<file path="src/rtl/axi_lite_arb_pkg.sv">
// Shared types for the two-port AXI-lite arbiter: path state encodings and port count.
package axi_lite_arb_pkg;

   localparam int NUM_PORTS = 2;

   typedef enum logic [1:0] {
      W_IDLE = 2'd0,
      W_XFER = 2'd1,
      W_RESP = 2'd2
   } wstate_e;

   typedef enum logic [1:0] {
      R_IDLE = 2'd0,
      R_ADDR = 2'd1,
      R_DATA = 2'd2
   } rstate_e;

endpackage

</file>
<file path="src/rtl/rr_arbiter2.sv">
// Two-requester round-robin pick: a lone requester wins; on a tie the port
// that did not win last time is granted. Purely combinational, one-hot out.
module rr_arbiter2 (
   input  logic [1:0] i_req,
   input  logic       i_last,
   output logic [1:0] o_gnt
);

   always_comb begin
      o_gnt = i_req;
      if (&i_req) o_gnt = i_last ? 2'b01 : 2'b10;
   end

endmodule

</file>
<file path="src/rtl/axi_lite_arbiter.sv">
// Two-port to one-port AXI-lite arbiter. Read and write paths are arbitrated
// independently, each with a single transaction outstanding on the master side.
module axi_lite_arbiter
   import axi_lite_arb_pkg::*;
#(
   parameter int ADDR_WIDTH = 32
) (
   input  logic                                  clk,
   input  logic                                  reset,
   // slave ports (upstream masters)
   input  logic [NUM_PORTS-1:0]                  s_axi_awvalid,
   input  logic [NUM_PORTS-1:0][ADDR_WIDTH-1:0]  s_axi_awaddr,
   output logic [NUM_PORTS-1:0]                  s_axi_awready,
   input  logic [NUM_PORTS-1:0]                  s_axi_wvalid,
   input  logic [NUM_PORTS-1:0][31:0]            s_axi_wdata,
   input  logic [NUM_PORTS-1:0][3:0]             s_axi_wstrb,
   output logic [NUM_PORTS-1:0]                  s_axi_wready,
   output logic [NUM_PORTS-1:0]                  s_axi_bvalid,
   output logic [NUM_PORTS-1:0][1:0]             s_axi_bresp,
   input  logic [NUM_PORTS-1:0]                  s_axi_bready,
   input  logic [NUM_PORTS-1:0]                  s_axi_arvalid,
   input  logic [NUM_PORTS-1:0][ADDR_WIDTH-1:0]  s_axi_araddr,
   output logic [NUM_PORTS-1:0]                  s_axi_arready,
   output logic [NUM_PORTS-1:0]                  s_axi_rvalid,
   output logic [NUM_PORTS-1:0][31:0]            s_axi_rdata,
   output logic [NUM_PORTS-1:0][1:0]             s_axi_rresp,
   input  logic [NUM_PORTS-1:0]                  s_axi_rready,
   // master port (downstream slave)
   output logic                                  m_axi_awvalid,
   output logic [ADDR_WIDTH-1:0]                 m_axi_awaddr,
   input  logic                                  m_axi_awready,
   output logic                                  m_axi_wvalid,
   output logic [31:0]                           m_axi_wdata,
   output logic [3:0]                            m_axi_wstrb,
   input  logic                                  m_axi_wready,
   input  logic                                  m_axi_bvalid,
   input  logic [1:0]                            m_axi_bresp,
   output logic                                  m_axi_bready,
   output logic                                  m_axi_arvalid,
   output logic [ADDR_WIDTH-1:0]                 m_axi_araddr,
   input  logic                                  m_axi_arready,
   input  logic                                  m_axi_rvalid,
   input  logic [31:0]                           m_axi_rdata,
   input  logic [1:0]                            m_axi_rresp,
   output logic                                  m_axi_rready
);

   wstate_e    r_wstate, w_wstate_nxt;
   logic       r_wgnt, w_wgnt_nxt;
   logic       r_last_wgnt, w_last_wgnt_nxt;
   logic       r_aw_done, w_aw_done_nxt;
   logic       r_w_done, w_w_done_nxt;
   logic [1:0] w_wgnt_oh;

   rstate_e    r_rstate, w_rstate_nxt;
   logic       r_rgnt, w_rgnt_nxt;
   logic       r_last_rgnt, w_last_rgnt_nxt;
   logic [1:0] w_rgnt_oh;

   rr_arbiter2 u_warb (
      .i_req  (s_axi_awvalid),
      .i_last (r_last_wgnt),
      .o_gnt  (w_wgnt_oh)
   );

   rr_arbiter2 u_rarb (
      .i_req  (s_axi_arvalid),
      .i_last (r_last_rgnt),
      .o_gnt  (w_rgnt_oh)
   );

   always_ff @(posedge clk) begin
      if (reset) begin
         r_wstate    <= W_IDLE;
         r_wgnt      <= 1'b0;
         r_last_wgnt <= 1'b1;
         r_aw_done   <= 1'b0;
         r_w_done    <= 1'b0;
         r_rstate    <= R_IDLE;
         r_rgnt      <= 1'b0;
         r_last_rgnt <= 1'b1;
      end else begin
         r_wstate    <= w_wstate_nxt;
         r_wgnt      <= w_wgnt_nxt;
         r_last_wgnt <= w_last_wgnt_nxt;
         r_aw_done   <= w_aw_done_nxt;
         r_w_done    <= w_w_done_nxt;
         r_rstate    <= w_rstate_nxt;
         r_rgnt      <= w_rgnt_nxt;
         r_last_rgnt <= w_last_rgnt_nxt;
      end
   end

   // Write path: AW and W may complete in either order; B forwarded only after both.
   always_comb begin
      w_wstate_nxt    = r_wstate;
      w_wgnt_nxt      = r_wgnt;
      w_last_wgnt_nxt = r_last_wgnt;
      w_aw_done_nxt   = r_aw_done;
      w_w_done_nxt    = r_w_done;
      s_axi_awready   = '0;
      s_axi_wready    = '0;
      s_axi_bvalid    = '0;
      s_axi_bresp     = '0;
      m_axi_awvalid   = 1'b0;
      m_axi_awaddr    = '0;
      m_axi_wvalid    = 1'b0;
      m_axi_wdata     = '0;
      m_axi_wstrb     = '0;
      m_axi_bready    = 1'b0;
      case (r_wstate)
         W_IDLE: begin
            w_aw_done_nxt = 1'b0;
            w_w_done_nxt  = 1'b0;
            if (|s_axi_awvalid) begin
               w_wgnt_nxt   = w_wgnt_oh[1];
               w_wstate_nxt = W_XFER;
            end
         end
         W_XFER: begin
            m_axi_awaddr          = s_axi_awaddr[r_wgnt];
            m_axi_wdata           = s_axi_wdata[r_wgnt];
            m_axi_wstrb           = s_axi_wstrb[r_wgnt];
            m_axi_awvalid         = s_axi_awvalid[r_wgnt] & ~r_aw_done;
            s_axi_awready[r_wgnt] = m_axi_awready & ~r_aw_done;
            m_axi_wvalid          = s_axi_wvalid[r_wgnt] & ~r_w_done;
            s_axi_wready[r_wgnt]  = m_axi_wready & ~r_w_done;
            if (s_axi_awvalid[r_wgnt] & m_axi_awready) w_aw_done_nxt = 1'b1;
            if (s_axi_wvalid[r_wgnt] & m_axi_wready)   w_w_done_nxt  = 1'b1;
            if (w_aw_done_nxt & w_w_done_nxt) w_wstate_nxt = W_RESP;
         end
         W_RESP: begin
            m_axi_awaddr         = s_axi_awaddr[r_wgnt];
            m_axi_wdata          = s_axi_wdata[r_wgnt];
            m_axi_wstrb          = s_axi_wstrb[r_wgnt];
            s_axi_bvalid[r_wgnt] = m_axi_bvalid;
            s_axi_bresp[r_wgnt]  = m_axi_bresp;
            m_axi_bready         = s_axi_bready[r_wgnt];
            if (m_axi_bvalid & s_axi_bready[r_wgnt]) begin
               w_wstate_nxt    = W_IDLE;
               w_last_wgnt_nxt = r_wgnt;
               w_aw_done_nxt   = 1'b0;
               w_w_done_nxt    = 1'b0;
            end
         end
         default: w_wstate_nxt = W_IDLE;
      endcase
   end

   always_comb begin
      w_rstate_nxt    = r_rstate;
      w_rgnt_nxt      = r_rgnt;
      w_last_rgnt_nxt = r_last_rgnt;
      s_axi_arready   = '0;
      s_axi_rvalid    = '0;
      s_axi_rdata     = '0;
      s_axi_rresp     = '0;
      m_axi_arvalid   = 1'b0;
      m_axi_araddr    = '0;
      m_axi_rready    = 1'b0;
      case (r_rstate)
         R_IDLE: begin
            if (|s_axi_arvalid) begin
               w_rgnt_nxt   = w_rgnt_oh[1];
               w_rstate_nxt = R_ADDR;
            end
         end
         R_ADDR: begin
            m_axi_araddr          = s_axi_araddr[r_rgnt];
            m_axi_arvalid         = s_axi_arvalid[r_rgnt];
            s_axi_arready[r_rgnt] = m_axi_arready;
            if (s_axi_arvalid[r_rgnt] & m_axi_arready) w_rstate_nxt = R_DATA;
         end
         R_DATA: begin
            m_axi_araddr         = s_axi_araddr[r_rgnt];
            s_axi_rvalid[r_rgnt] = m_axi_rvalid;
            s_axi_rdata[r_rgnt]  = m_axi_rdata;
            s_axi_rresp[r_rgnt]  = m_axi_rresp;
            m_axi_rready         = s_axi_rready[r_rgnt];
            if (m_axi_rvalid & s_axi_rready[r_rgnt]) begin
               w_rstate_nxt    = R_IDLE;
               w_last_rgnt_nxt = r_rgnt;
            end
         end
         default: w_rstate_nxt = R_IDLE;
      endcase
   end

endmodule
</file>
<file path="config.mk">
export PLATFORM = sky130hd
export DESIGN_NAME = axi_lite_arbiter
export DESIGN_NICKNAME = d
export VERILOG_FILES = /design/src/rtl/axi_lite_arb_pkg.sv /design/src/rtl/rr_arbiter2.sv /design/src/rtl/axi_lite_arbiter.sv
export SDC_FILE = /design/constraint.sdc
export NUM_CORES = 1
export LEC_CHECK = 0
export CORE_AREA = 4 4 169 171
export DETAILED_ROUTE_END_ITERATION = 12
export DIE_AREA = 0 0 173 175
export GPL_ROUTABILITY_DRIVEN = 0
export PLACE_DENSITY = 0.41
export RECOVER_POWER = 100
export SLEW_MARGIN = 0
export SYNTH_ARGS = -nofsm -noshare
export SYNTH_HDL_FRONTEND = slang
export SYNTH_SLANG_ARGS = --single-unit
</file>
<file path="constraint.sdc">
create_clock -name clk -period 2 [get_ports clk]
set_clock_uncertainty 0.2 [all_clocks]
set_input_delay 0.4 -clock clk [delete_from_list [all_inputs] [get_ports clk]]
set_output_delay 0.4 -clock clk [all_outputs]
set_load 0.02 [all_outputs]
</file>
# Yosys cells after proc, flatten, opt, wreduce, memory -nomap -nowiden
# Index checks and enable logic that the tools add are counted.
[classes] n_lt_le_gt_ge=4 eq_ne=10 mux=64 bitwise_logic=20 n_reduce_logical=18
[ops] cell="32-bit two-way mux" n=10
[ops] cell="64-bit AND" n=1
[ops] cell="64-bit two-way mux" n=1
[ops] cell="2-bit two-way mux" n=17
[ops] cell="32-bit demux with 1-bit select" n=1
[ops] cell="1-bit two-way mux" n=22
[ops] cell="4-bit two-way mux" n=5
[ops] cell="2-bit AND reduction" n=7
[ops] cell="2-bit != test (second input constant)" n=6
[ops] cell="2-bit case mux with 3 select lines" n=2
[ops] cell="1-bit AND" n=10
[ops] cell="2-bit AND" n=5
[ops] cell="4-bit AND" n=2
[ops] cell="2-bit OR reduction" n=4
[ops] cell="1-bit case mux with 3 select lines" n=2
[ops] cell="3-bit AND reduction" n=2
[ops] cell="2-bit demux with 1-bit select" n=2
[ops] cell="2-bit by 1-bit == test with 1-bit output (second input constant)" n=2
[ops] cell="2-bit == test (second input constant)" n=2
[ops] cell="2-bit logical NOT" n=2
[ops] cell="1-bit by 2-bit less-than comparator with 1-bit output (second input constant)" n=2
[ops] cell="3-bit nonzero test" n=1
[ops] cell="1-bit demux with 1-bit select" n=2
[ops] cell="1-bit >= comparator (second input constant)" n=2
[ops] cell="other kinds (2)" n=4
[totals] reg_bits=10 in_bits=253 out_inout_bits=187 word_cells=124

# Depth between registers and ports, before layout
# Gate-level depths: netlist (run 1).
[depth] ltp_word=8 depth_mapped=7 ltp_nobuf=7

# Cells and area by module
# Synthesis (run 1) repeated with hierarchy kept, for this count alone.
[hier_totals] hier_cells=398 hier_area_um2=3011.6
[by_module_without_submodules] module="axi_lite_arbiter" n_inst=1 cells_each=392 area_per_inst_um2=2974.1
[by_module_without_submodules] module="rr_arbiter2" n_inst=2 cells_each=3 area_per_inst_um2=18.8

# Least setup slack after synthesis (run 1)
# No wires, ideal clock.
[synth_timing] path_kind="register -> output" start="register r_wstate[0]" end="output m_axi_awaddr[0]" arrival_ns=1.528 slack_ns=-0.128 stages_incl_launch_ff=6 path_buffers=2 path_cell_list="dfxtp_1 -> inv_1 -> ha_1 -> clkbuf_1 -> clkbuf_1 -> nor2b_1"
[synth_via] elab_chain_len=3 word_cells_on_any_way=4 classes_between="eq/ne (2); mux (1); reduce/logical (1)"
[synth_rtl] item="start, declared" line_no="axi_lite_arbiter.sv:48" source="wstate_e r_wstate, w_wstate_nxt;"
[synth_rtl] item="start signal, assigned" line_no="axi_lite_arbiter.sv:83" source="r_wstate <= w_wstate_nxt;"
[synth_rtl] item="2-bit == test / 2-bit by 1-bit == test with 1-bit output (equally long branches)" line_no="axi_lite_arbiter.sv:111" source="case (r_wstate)"
[synth_rtl] item="2-bit OR reduction (no source line) (*)"
[synth_rtl] item="32-bit two-way mux (*)"
[synth_rtl] item="end, declared" line_no="axi_lite_arbiter.sv:30" source="output logic [ADDR_WIDTH-1:0] m_axi_awaddr,"
# Mark *: on every way between the ends. The rest lies on a longest branch, timed or not.

==> results of run 1 <==
## critical path: stages (launching register included)
cell and delay, ns:
dfxtp_2 0.34, inv_4 0.05, ha_4 0.16, nor2b_4 0.13, buf_8 0.13, buf_16 0.14, buf_6 0.10, and2_4 0.14
buf_6 0.12
## logic make-up after synthesis
kind of cell | after synthesis
flops | 10
compound gates | 15
mux | 108
fa+ha+maj | 7
simple gates | 213
buf+inv | 41
## sequential cells by signal, indices dropped and copies added (netlist names)
register and count:
r_last_wgnt 1, r_rgnt 1, r_w_done 1, r_wstate 2, r_last_rgnt 1, r_rstate 2, r_aw_done 1, r_wgnt 1
## metal layers
layer / vias to the layer above / share of wire [%] / GRT usage (%)
met5: - / 0 / 0
met3: 16 / 8.7 / 4.457
li1: 2378 / - / -
met1: 2206 / 36 / 13.61
met4: 0 / 1.2 / 1.896
met2: 277 / 55 / 26.96
## Yosys cell counts (2+ instances only)
master,n
buf_2,8
dfxtp_1,10
a32oi_1,2
mux2i_1,106
nand2_1,11
nor3_1,2
nor2b_1,105
o21a_1,3
and3_1,39
nor2_1,7
nor3b_1,4
buf_4,3
inv_1,7
and2_1,40
nor4bb_1,2
ha_1,7
and4b_1,2
clkbuf_1,22
a21boi_1,2
## power breakdown
part	total [uW]	leakage, uW	internal (uW)	switching [uW]
combinational	8500	0.00434	5090	3410
sequential	298	0.0000849	247	51.0
clock	404	0.0000442	302	102
total	9200	0.00447	5640	3560
## final timing paths
kind	from	to	slack [ns]	depth (start not counted)
min reg2reg	r_last_rgnt$_SDFFE_PP1P_	r_last_rgnt$_SDFFE_PP1P_	0.28	2
max reg2reg	r_wgnt$_SDFFE_PP0P_	r_wstate[1]$_SDFFE_PP0P_	0.12	9
min	r_last_rgnt$_SDFFE_PP1P_	r_last_rgnt$_SDFFE_PP1P_	0.28	2
max	r_rstate[0]$_SDFFE_PP0P_	s_axi_rdata[31]	-0.16	8
## stage by stage
stage               power (uW)  std cells
finish                    9200       1248
floorplan                 2915        394
global placement          5990       1194
CTS                       7741       1233
detailed placement        5946       1194
global route              9702       1248
## area by class of cell
type	count	area share [%]
Inverter	7	0.2969
Clock buffer	4	0.8431
Sequential cell	10	2.043
Tap cell	341	4.049
Multi-Input combinational cell	343	38.15
Antenna cell	2	0.04750
Timing Repair Buffer	541	54.57
## timing repair
action / in CTS / in global routing
endpoints found under the setup margin: 187 / 188
pin swaps: 5 / 22
gates cloned: 12 / 5
buffers inserted: 23 / 18
endpoints found under the hold margin: 0 / 0
resized for setup: 877 / 455
==> metrics.md, run 1 <==
| Metric | Value |
|---|---|
| Status | complete, but fails checks |
| Failing checks | negative setup slack |
| Final Hold Slack | between 0.2 and 0.3 ns |
| Die Width | approximately 170 um |
| Residual DRC | 0 |
| Crit share post-route | 108.2% |
| EDFF count, synth | 0 |
| H-tree levels | 1 |
| Synth top area cells | mux2i_1 (36%), nor2b_1 (22%), and2_1 (8.4%), and3_1 (8.2%), dfxtp_1 (6.7%) |
| Largest net degree at the start of global routing | 38 |
| Commonest non-fill, non-tap cell in the layout | clkdlybuf4s50_1 |
| Register area | roughly 220 sq um |
| WP data arrival | 1.56 ns |
| Asr flop ratio synth | 0% |
| Max IR drop VDD | ~0.00044 V |
| Die ar. | ~30000 sq um |
| Setup TNS | -10.40 ns |
| Slew margin rel. | between 80 and 90% |
| CTS root buf | clkbuf_16 |
| Hold/Removal Path Class | flip-flop to flip-flop |
| Final ANT Viol Nets | 0 |
| Post-layout util | 39.20% |
| Initial DRC count | between 90 and 100 |
| Xor and xnor area share after synthesis | 0% |
| Syn avg cell area | between 7 and 8 sq um |
| Ports | 440 |
| CTS tree | done |
| WP data required | about 1.4 ns |
| Setup WS post-layout | -0.1636 ns |
| Top-area cell type share of the netlist area | between 30% and 40% |
| First-pass GRT wire length | 31750 um |
| Most frequent cells in the layout | clkdlybuf4s50_1 (244), buf_6 (151), nor2b_4 (83), buf_4 (57), mux2i_1 (47) |
| Chip Height | between 150 and 200 um |
| Pre-Repair DR Iteration Count | 4 |
| Total GRT Usage | 13.40% |
| Hold Buf Count CTS | 0 |
| Min cycle time layout | approximately 2.2 ns |
| Vias in the first global route | between 5000 and 6000 |
| Initial antenna violation count | 2 |
| Cell area after synthesis | about 3000 sq um |
| Mux cell area share after synthesis | between 30% and 40% |
| FP Rows | 60 |
| Synthesis Warnings | 0 |
| Final setup fails | 131 |
| Area grow syn2layout | 253.5% |
| Final hold violation count | 0 |
| Post-synthesis compound-gate area fraction | a little under 4% |
| Clock sink total | 10 |
| Multi-input combinational cell area | 4020 sq um |
| Max_cap viols | 0 |
| Post-DP HPWL | ~18000 um |
| Post-route cell area | between 10000 and 15000 sq um |
| CP Max Fanout | 8 |
| Tightest Pin Transition | approximately 0.29 ns |
| Via-to-Cell Ratio | about 3.9 |
| Final wirelength | 22840 um |
| P per Cell Area | roughly 870 nW/um^2 |
| RSZ-0062 raised after global routing | yes |
| Static Leak | 0.004466 uW |
| Fillers | 2700 |
| Ys flop type | dfxtp_1 |
| FMAX | approximately 460 MHz |
| Crit path kind | flip-flop to output pin |
| Share of layout cells above drive strength 1 | 56.24% |
| Distinct cell type count after synthesis | 31 |
| Place WS | -0.5548 ns |
| Placed instance area | 8255 sq um |
| Starting Density | about 11% |
| Clock buffer depth | 2 |
| Num CTS Buffers | 3 |
| Post-Synth Adder-Cell Area | 2.939% |
| Syn nets | ~650 |
| Area leader, netlist | mux2i_1 |
| Seq/Total Area, Yosys | 6.717% |
| Vias after detailed routing | roughly 4900 |
| Post-synthesis cell count | between 300 and 400 |
| Worst-Skew Late Latency | about 0.24 ns |
| CP endpoint kind | output pin |
| CP Launch Type | flip-flop |
| Global route total overflow | 0 |
| Post-Synth Simple-Gate Area | between 40% and 50% |
| Reg clk slew, reported paths | approximately 0.040 ns |
| Final slew viol count | 0 |
| Synth Register Bits | 10 |
| Final layout net count | 1166 |
| Dominant combinational cell family by area after synthesis | simple AND/OR/NAND/NOR gates |
| I/O Buffers | ~440 |
| Core area | around 27000 sq um |
| WL per Instance | ~18 um |
Power figures use the tool's default switching activity.
==> run 2: changes to the inputs <==
--- a/config.mk
+++ b/config.mk
@@ -11,7 +11,6 @@
 export GPL_ROUTABILITY_DRIVEN = 0
 export PLACE_DENSITY = 0.41
 export RECOVER_POWER = 100
-export SLEW_MARGIN = 0
 export SYNTH_ARGS = -nofsm -noshare
 export SYNTH_HDL_FRONTEND = slang
 export SYNTH_SLANG_ARGS = --single-unit
==> constraint.sdc (replaced) <==
create_clock -name clk -period 2.4 [get_ports clk]
set_clock_uncertainty 0.2 [all_clocks]
set_input_delay 0.48 -clock clk [delete_from_list [all_inputs] [get_ports clk]]
set_output_delay 0.48 -clock clk [all_outputs]
set_load 0.02 [all_outputs]
==> metrics.md, run 2 (same netlist as run 1, synthesis figures left out) <==
| Metric | Value |
|---|---|
| FP Rows | 60 |
| Min cycle time layout | ~2.4 ns |
| Hold/Removal Path Class | flip-flop to flip-flop |
| Via-to-Cell Ratio | between 3 and 4 |
| Critical Path, Cell by Cell | dlygate4sd3_1, mux2i_2, nor3b_2, clkdlybuf4s15_2 |
| WP data required | ~1.7 ns |
| Multi-input combinational cell area | between 2000 and 3000 sq um |
| CP max stage delay | roughly 0.57 ns |
| P per Cell Area | 600.7 nW/um^2 |
| Final wirelength | ~20000 um |
| Starting Density | between 10% and 20% |
| Fillers | 2962 |
| Crit share post-route | 98.31% |
| Die ar. | ~30000 sq um |
| Chip Height | roughly 180 um |
| Global route total overflow | 0 |
| Initial DRC count | 93 |
| Clock buffer depth | 2 |
| Max IR drop VDD | between 0.0002 and 0.00025 V |
| Postcts setup bufs | 0 |
| CTS tree | done |
| Static Leak | between 0.003 and 0.004 uW |
| Largest net degree at the start of global routing | 36 |
| Worst r2r src | r_wgnt$_SDFFE_PP0P_ |
| Status | completed |
| Core area | 26880 sq um |
| Die Width | between 150 and 200 um |
| Place WS | -0.3871 ns |
| Final setup fails | 0 |
| Reg clk slew, reported paths | 0.04 ns |
| Post-DP HPWL | about 17000 um |
| Area grow syn2layout | 165.4% |
| Commonest non-fill, non-tap cell in the layout | clkdlybuf4s50_1 |
| Worst setup path start | s_axi_awvalid[0] |
| WL per Instance | about 16 um |
| Clock sink total | 10 |
| CP endpoint kind | output pin |
| Setup WS post-layout | slightly above 0.04 ns |
| Initial antenna violation count | 0 |
| Final Hold Slack | 0.2907 ns |
| Final hold violation count | 0 |
| Worst path bufs/invs | 2 |
| Hold Crit Start | r_last_rgnt$_SDFFE_PP1P_ |
| CP Launch Type | primary input |
| Max_cap viols | 0 |
| Total GRT Usage | between 10% and 20% |
| Num CTS Buffers | 3 |
| Register area | roughly 210 sq um |
| Crit path max-delay family | buffers and inverters |
| Slew margin rel. | about three quarters |
| Final layout net count | 1114 |
| Final slew viol count | 0 |
| Pre-Repair DR Iteration Count | 4 |
| Share of layout cells above drive strength 1 | between 10% and 20% |
| FMAX | approximately 420 MHz |
| Hold Buf Count CTS | 0 |
| Vias after detailed routing | about 4500 |
| Most frequent cells in the layout | clkdlybuf4s50_1 (250), mux2i_1 (104), nor2b_1 (103), dlygate4sd2_1 (70) |
| First-pass GRT wire length | approximately 28000 um |
| Vias in the first global route | about 4700 |
| Final ANT Viol Nets | 0 |
| Tightest Pin Transition | around 0.35 ns |
| Ports | 440 |
| Top Registers | r_rstate: 2 flops, r_wstate: 2 flops |
| Diodes inserted | 0 |
| Post-layout util | 29.43% |
| WP data arrival | between 1.5 and 2 ns |
| Worst-Skew Late Latency | around 0.23 ns |
| Crit path kind | primary input to output pin |
| Slowest cell on the critical path | dlygate4sd3_1 |
| H-tree levels | 1 |
| CTS root buf | clkbuf_16 |
| Residual DRC | 0 |
| CP Max Fanout | 3 |
| I/O Buffers | between 400 and 500 |
## run 2: cell types whose count changed in the layout (fill, tap and decap cells not counted), sizes merged
cell,before,now
buf,257,90
bufbuf,1,0
clkbuf,35,32
clkdlybuf4s15,0,49
clkdlybuf4s50,244,250
diode,2,0
dlygate4sd2,0,70
dlymetal6s2s,6,0
## run 2: worst paths after layout
| check | to | slack, ns | cells after the start |
|---|---|---|---|
| worst min register to register | r_last_rgnt$_SDFFE_PP1P_ | 0.29 | 2 |
| worst min-delay path | r_last_rgnt$_SDFFE_PP1P_ | 0.29 | 2 |
| worst max register to register | r_wstate[0]$_SDFFE_PP0P_ | 0.44 | 7 |
| worst max-delay path | m_axi_awvalid | 0.04 | 4 |
## run 2: repair_timing
action	CTS	global route
endpoints found under the setup margin	185	109
gates cloned	0	1
gates resized for setup	317	118
## run 2: report_power, final
part	internal, uW	leakage [uW]	switching (uW)	total (uW)
registers	200	0.0000832	40.2	240
logic	2060	0.00347	2120	4180
clock network	251	0.0000442	79.7	330
total	2510	0.00360	2240	4750
## run 2: cell type report
type | instances | area share, %
Inverter | 7 | 0.3322
Clock buffer | 4 | 1.123
Timing Repair Buffer | 489 | 57.24
Sequential cell | 10 | 2.626
Multi-Input combinational cell | 343 | 33.29
Tap cell | 341 | 5.395
## run 2: worst register-to-register path, delay by kind of cell, from the launching register on
| family | cells | cell delay [ns] |
|---|---|---|
| muxes | 2 | 0.31 |
| AOI/OAI and AO/OA | 2 | 0.42 |
| and+or+nand+nor | 1 | 0.13 |
| DFF | 1 | 0.47 |
| buffers and inverters | 2 | 0.36 |
## run 2: layer usage
layer / vias to the layer above / part of all wire (%) / GRT usage [%]
li1: 2260 / - / -
met1: 1931 / 36 / 12.12
met2: 252 / 54 / 23.69
met3: 8 / 9.4 / 4.284
met4: 0 / 0.68 / 1.131
met5: - / 0 / 0
## run 2: per-stage QoR
stage / TNS, ns / std cells / total power, uW / area (sq um)
CTS: 0 / 1193 / 4867 / 8129
floorplan: 0 / 394 / 2389 / 2980
finish: 0 / 1194 / 4751 / 7909
detailed placement: -8.076 / 1189 / 4900 / 8175
global route: -0.0009213 / 1194 / 5090 / 7909
global placement: -8.255 / 1189 / 4938 / 8175
==> run 3: changes to the inputs <==
--- a/config.mk
+++ b/config.mk
@@ -6,9 +6,11 @@
 export NUM_CORES = 1
 export LEC_CHECK = 0
 export CORE_AREA = 4 4 169 171
+export CTS_CLUSTER_SIZE = 20
 export DETAILED_ROUTE_END_ITERATION = 12
 export DIE_AREA = 0 0 173 175
 export GPL_ROUTABILITY_DRIVEN = 0
+export GPL_TIMING_DRIVEN = 0
 export PLACE_DENSITY = 0.41
 export RECOVER_POWER = 100
 export SYNTH_ARGS = -nofsm -noshare
==> constraint.sdc (replaced) <==
create_clock -name clk -period 2.6 [get_ports clk]
set_clock_uncertainty 0.2 [all_clocks]
set_input_delay 0.52 -clock clk [delete_from_list [all_inputs] [get_ports clk]]
set_output_delay 0.52 -clock clk [all_outputs]
set_load 0.02 [all_outputs]
==> metrics.md, run 3 (same netlist as run 1, synthesis figures left out) <==
| Metric | Value |
|---|---|
| Status | completed |
| FF-to-FF End | r_rstate[0]$_SDFFE_PP0P_ |
| Worst-Skew Late Latency | roughly 0.24 ns |
| CTS root buf | clkbuf_16 |
| FMAX | approximately 400 MHz |
| Global route total overflow | 0 |
| Vias after detailed routing | roughly 4400 |
| Tot Pwr | 4095 uW |
| Die ar. | around 30000 sq um |
| Vias in the first global route | about 4700 |
| Area grow syn2layout | 157.1% |
| Initial antenna violation count | 1 |
| Clock buffer depth | 2 |
| WL per Instance | approximately 17 um |
| Fin cells | about 1200 |
| Reg2Reg Depth | 5 |
| Die Width | between 150 and 200 um |
| Post-DP HPWL | ~18000 um |
| Ports | 440 |
| Crit share post-route | approximately 100% |
| Setup TNS | 0 ns |
| Final wirelength | approximately 20000 um |
| Hold Buf Count CTS | 0 |
| Worst hold stages | 2 |
| Worst R2R Setup Slack | about 0.8 ns |
| Chip Height | roughly 180 um |
| WP data arrival | ~1.8 ns |
| Final slew viol count | 0 |
| Largest net degree at the start of global routing | 11 |
| Post-route cell area | 7662 sq um |
| Min cycle time layout | ~2.5 ns |
| CP Launch Type | primary input |
| Slew margin rel. | a little over 70% |
| Most frequent cells in the layout | clkdlybuf4s50_1 (250), dlygate4sd2_1 (133), mux2i_1 (105), nor2b_1 (104), and3_1 (39) |
| Via-to-Cell Ratio | between 3 and 4 |
| Worst r2r src | r_rgnt$_SDFFE_PP0P_ |
| Total GRT Usage | between 10% and 20% |
| Multi-input combinational cell area | 2618 sq um |
| Residual DRC | 0 |
| Pre-Repair DR Iteration Count | 4 |
| Crit path kind | primary input to output pin |
| Placed insts | between 1000 and 1500 |
| Placed instance area | 7801 sq um |
| P per Cell Area | between 500 and 600 nW/um^2 |
| Max IR drop VDD | roughly 0.00021 V |
| Static Leak | about 0.0036 uW |
| Core area | approximately 27000 sq um |
| Commonest non-fill, non-tap cell in the layout | clkdlybuf4s50_1 |
| CP endpoint kind | output pin |
| Final ANT Viol Nets | 0 |
| Clock sink total | 10 |
| Hold Path End | r_wstate[0]$_SDFFE_PP0P_ |
| Num CTS Buffers | 3 |
| Starting Density | 11.09% |
| CP Max Fanout | 5 |
| Register area | 202.7 sq um |
| I/O Buffers | between 400 and 500 |
| Initial DRC count | 97 |
| Final hold violation count | 0 |
| H-tree levels | 1 |
| Hold Crit Start | r_wstate[0]$_SDFFE_PP0P_ |
| Final setup fails | 0 |
| Max_cap viols | 0 |
| First-pass GRT wire length | 29010 um |
| Fillers | between 2000 and 3000 |
| Top Registers | r_rstate: 2 flops, r_wstate: 2 flops |
| Final layout net count | 1100 |
| Tightest Pin Transition | 0.4171 ns |
| Hold/Removal Path Class | flip-flop to flip-flop |
| WP data required | around 1.9 ns |
| Reg clk slew, reported paths | about 0.050 ns |
| FP Rows | 60 |
| Share of layout cells above drive strength 1 | roughly 8.7% |
| CTS tree | done |
| RSZ-0062 raised after global routing | no |
==> run 3: cell types whose count changed in the layout (fill, tap and decap cells not counted), moves of 8 or more <==
cell	before	now
buf_12	12	0
dlygate4sd2_1	70	133
clkbuf_2	24	33
buf_4	34	3
clkbuf_4	1	13
clkdlybuf4s15_1	42	15
buf_2	42	7
clkbuf_1	2	10
==> run 3: repair_timing <==
action                                  4_1_cts  5_1_grt
buffers inserted                              2        0
endpoints found under the setup margin      185       76
pin swaps                                     0        0
gates resized for setup                     268       63
==> run 3: layout make-up <==
type / count / share of cell area [%]
diodes: 1 / 0.03266
plain buffers: 34 / 2.972
clock buffers: 4 / 1.159
inverters: 7 / 0.3429
multi-input cells: 343 / 34.16
flip-flops and latches: 10 / 2.645
well taps: 341 / 5.568
repair buffers: 441 / 53.12
==> run 3: how the worst max path moves through the flow <==
stage | start | endpoint | slack (ns) | cells past startpoint
floorplan | r_wstate[0]$_SDFFE_PP0P_ | m_axi_awaddr[0] | 0.35 | 5
global placement | r_wstate[0]$_SDFFE_PP0P_ | m_axi_wdata[22] | -0.65 | 6
detailed placement | r_wstate[0]$_SDFFE_PP0P_ | m_axi_wdata[22] | -0.61 | 6
CTS | r_rstate[0]$_SDFFE_PP0P_ | s_axi_rdata[59] | 0.002 | 6
global route | r_rgnt$_SDFFE_PP0P_ | s_axi_rdata[53] | 0.001 | 5
finish | s_axi_arvalid[0] | m_axi_arvalid | 0.07 | 4
==> run 3: worst max-delay path, stage by stage <==
cell and delay (ns):
clkdlybuf4s50_1 0.49, mux2_4 0.30, and2_1 0.15, dlygate4sd2_1 0.35
==> run 3: metal layers <==
metal | routed length [um] | track usage, % | up-vias
met5 | 0 | 0 | -
met4 | 258 | 1.530 | 0
met3 | 1862 | 4.522 | 14
met2 | 10960 | 24.99 | 258
met1 | 7243 | 12.04 | 1933
li1 | - | - | 2237
==> run 3: metrics by stage <==
stage	util, %	hold slack (ns)	setup slack (ns)
floorplan	-	0.2440	0.3519
CTS	29.13	0.2901	0.002235
global placement	29.03	0.2904	-0.6500
detailed placement	29.03	0.2829	-0.6137
global route	28.51	0.3296	0.001145
finish	28.51	0.2868	0.06565
==> run 3: power breakdown <==
part / internal (uW) / total (uW) / switching (uW)
Clock: 232 / 313 / 80.9
Sequential: 184 / 206 / 22.0
Combinational: 1640 / 3580 / 1930
Total: 2060 / 4100 / 2040
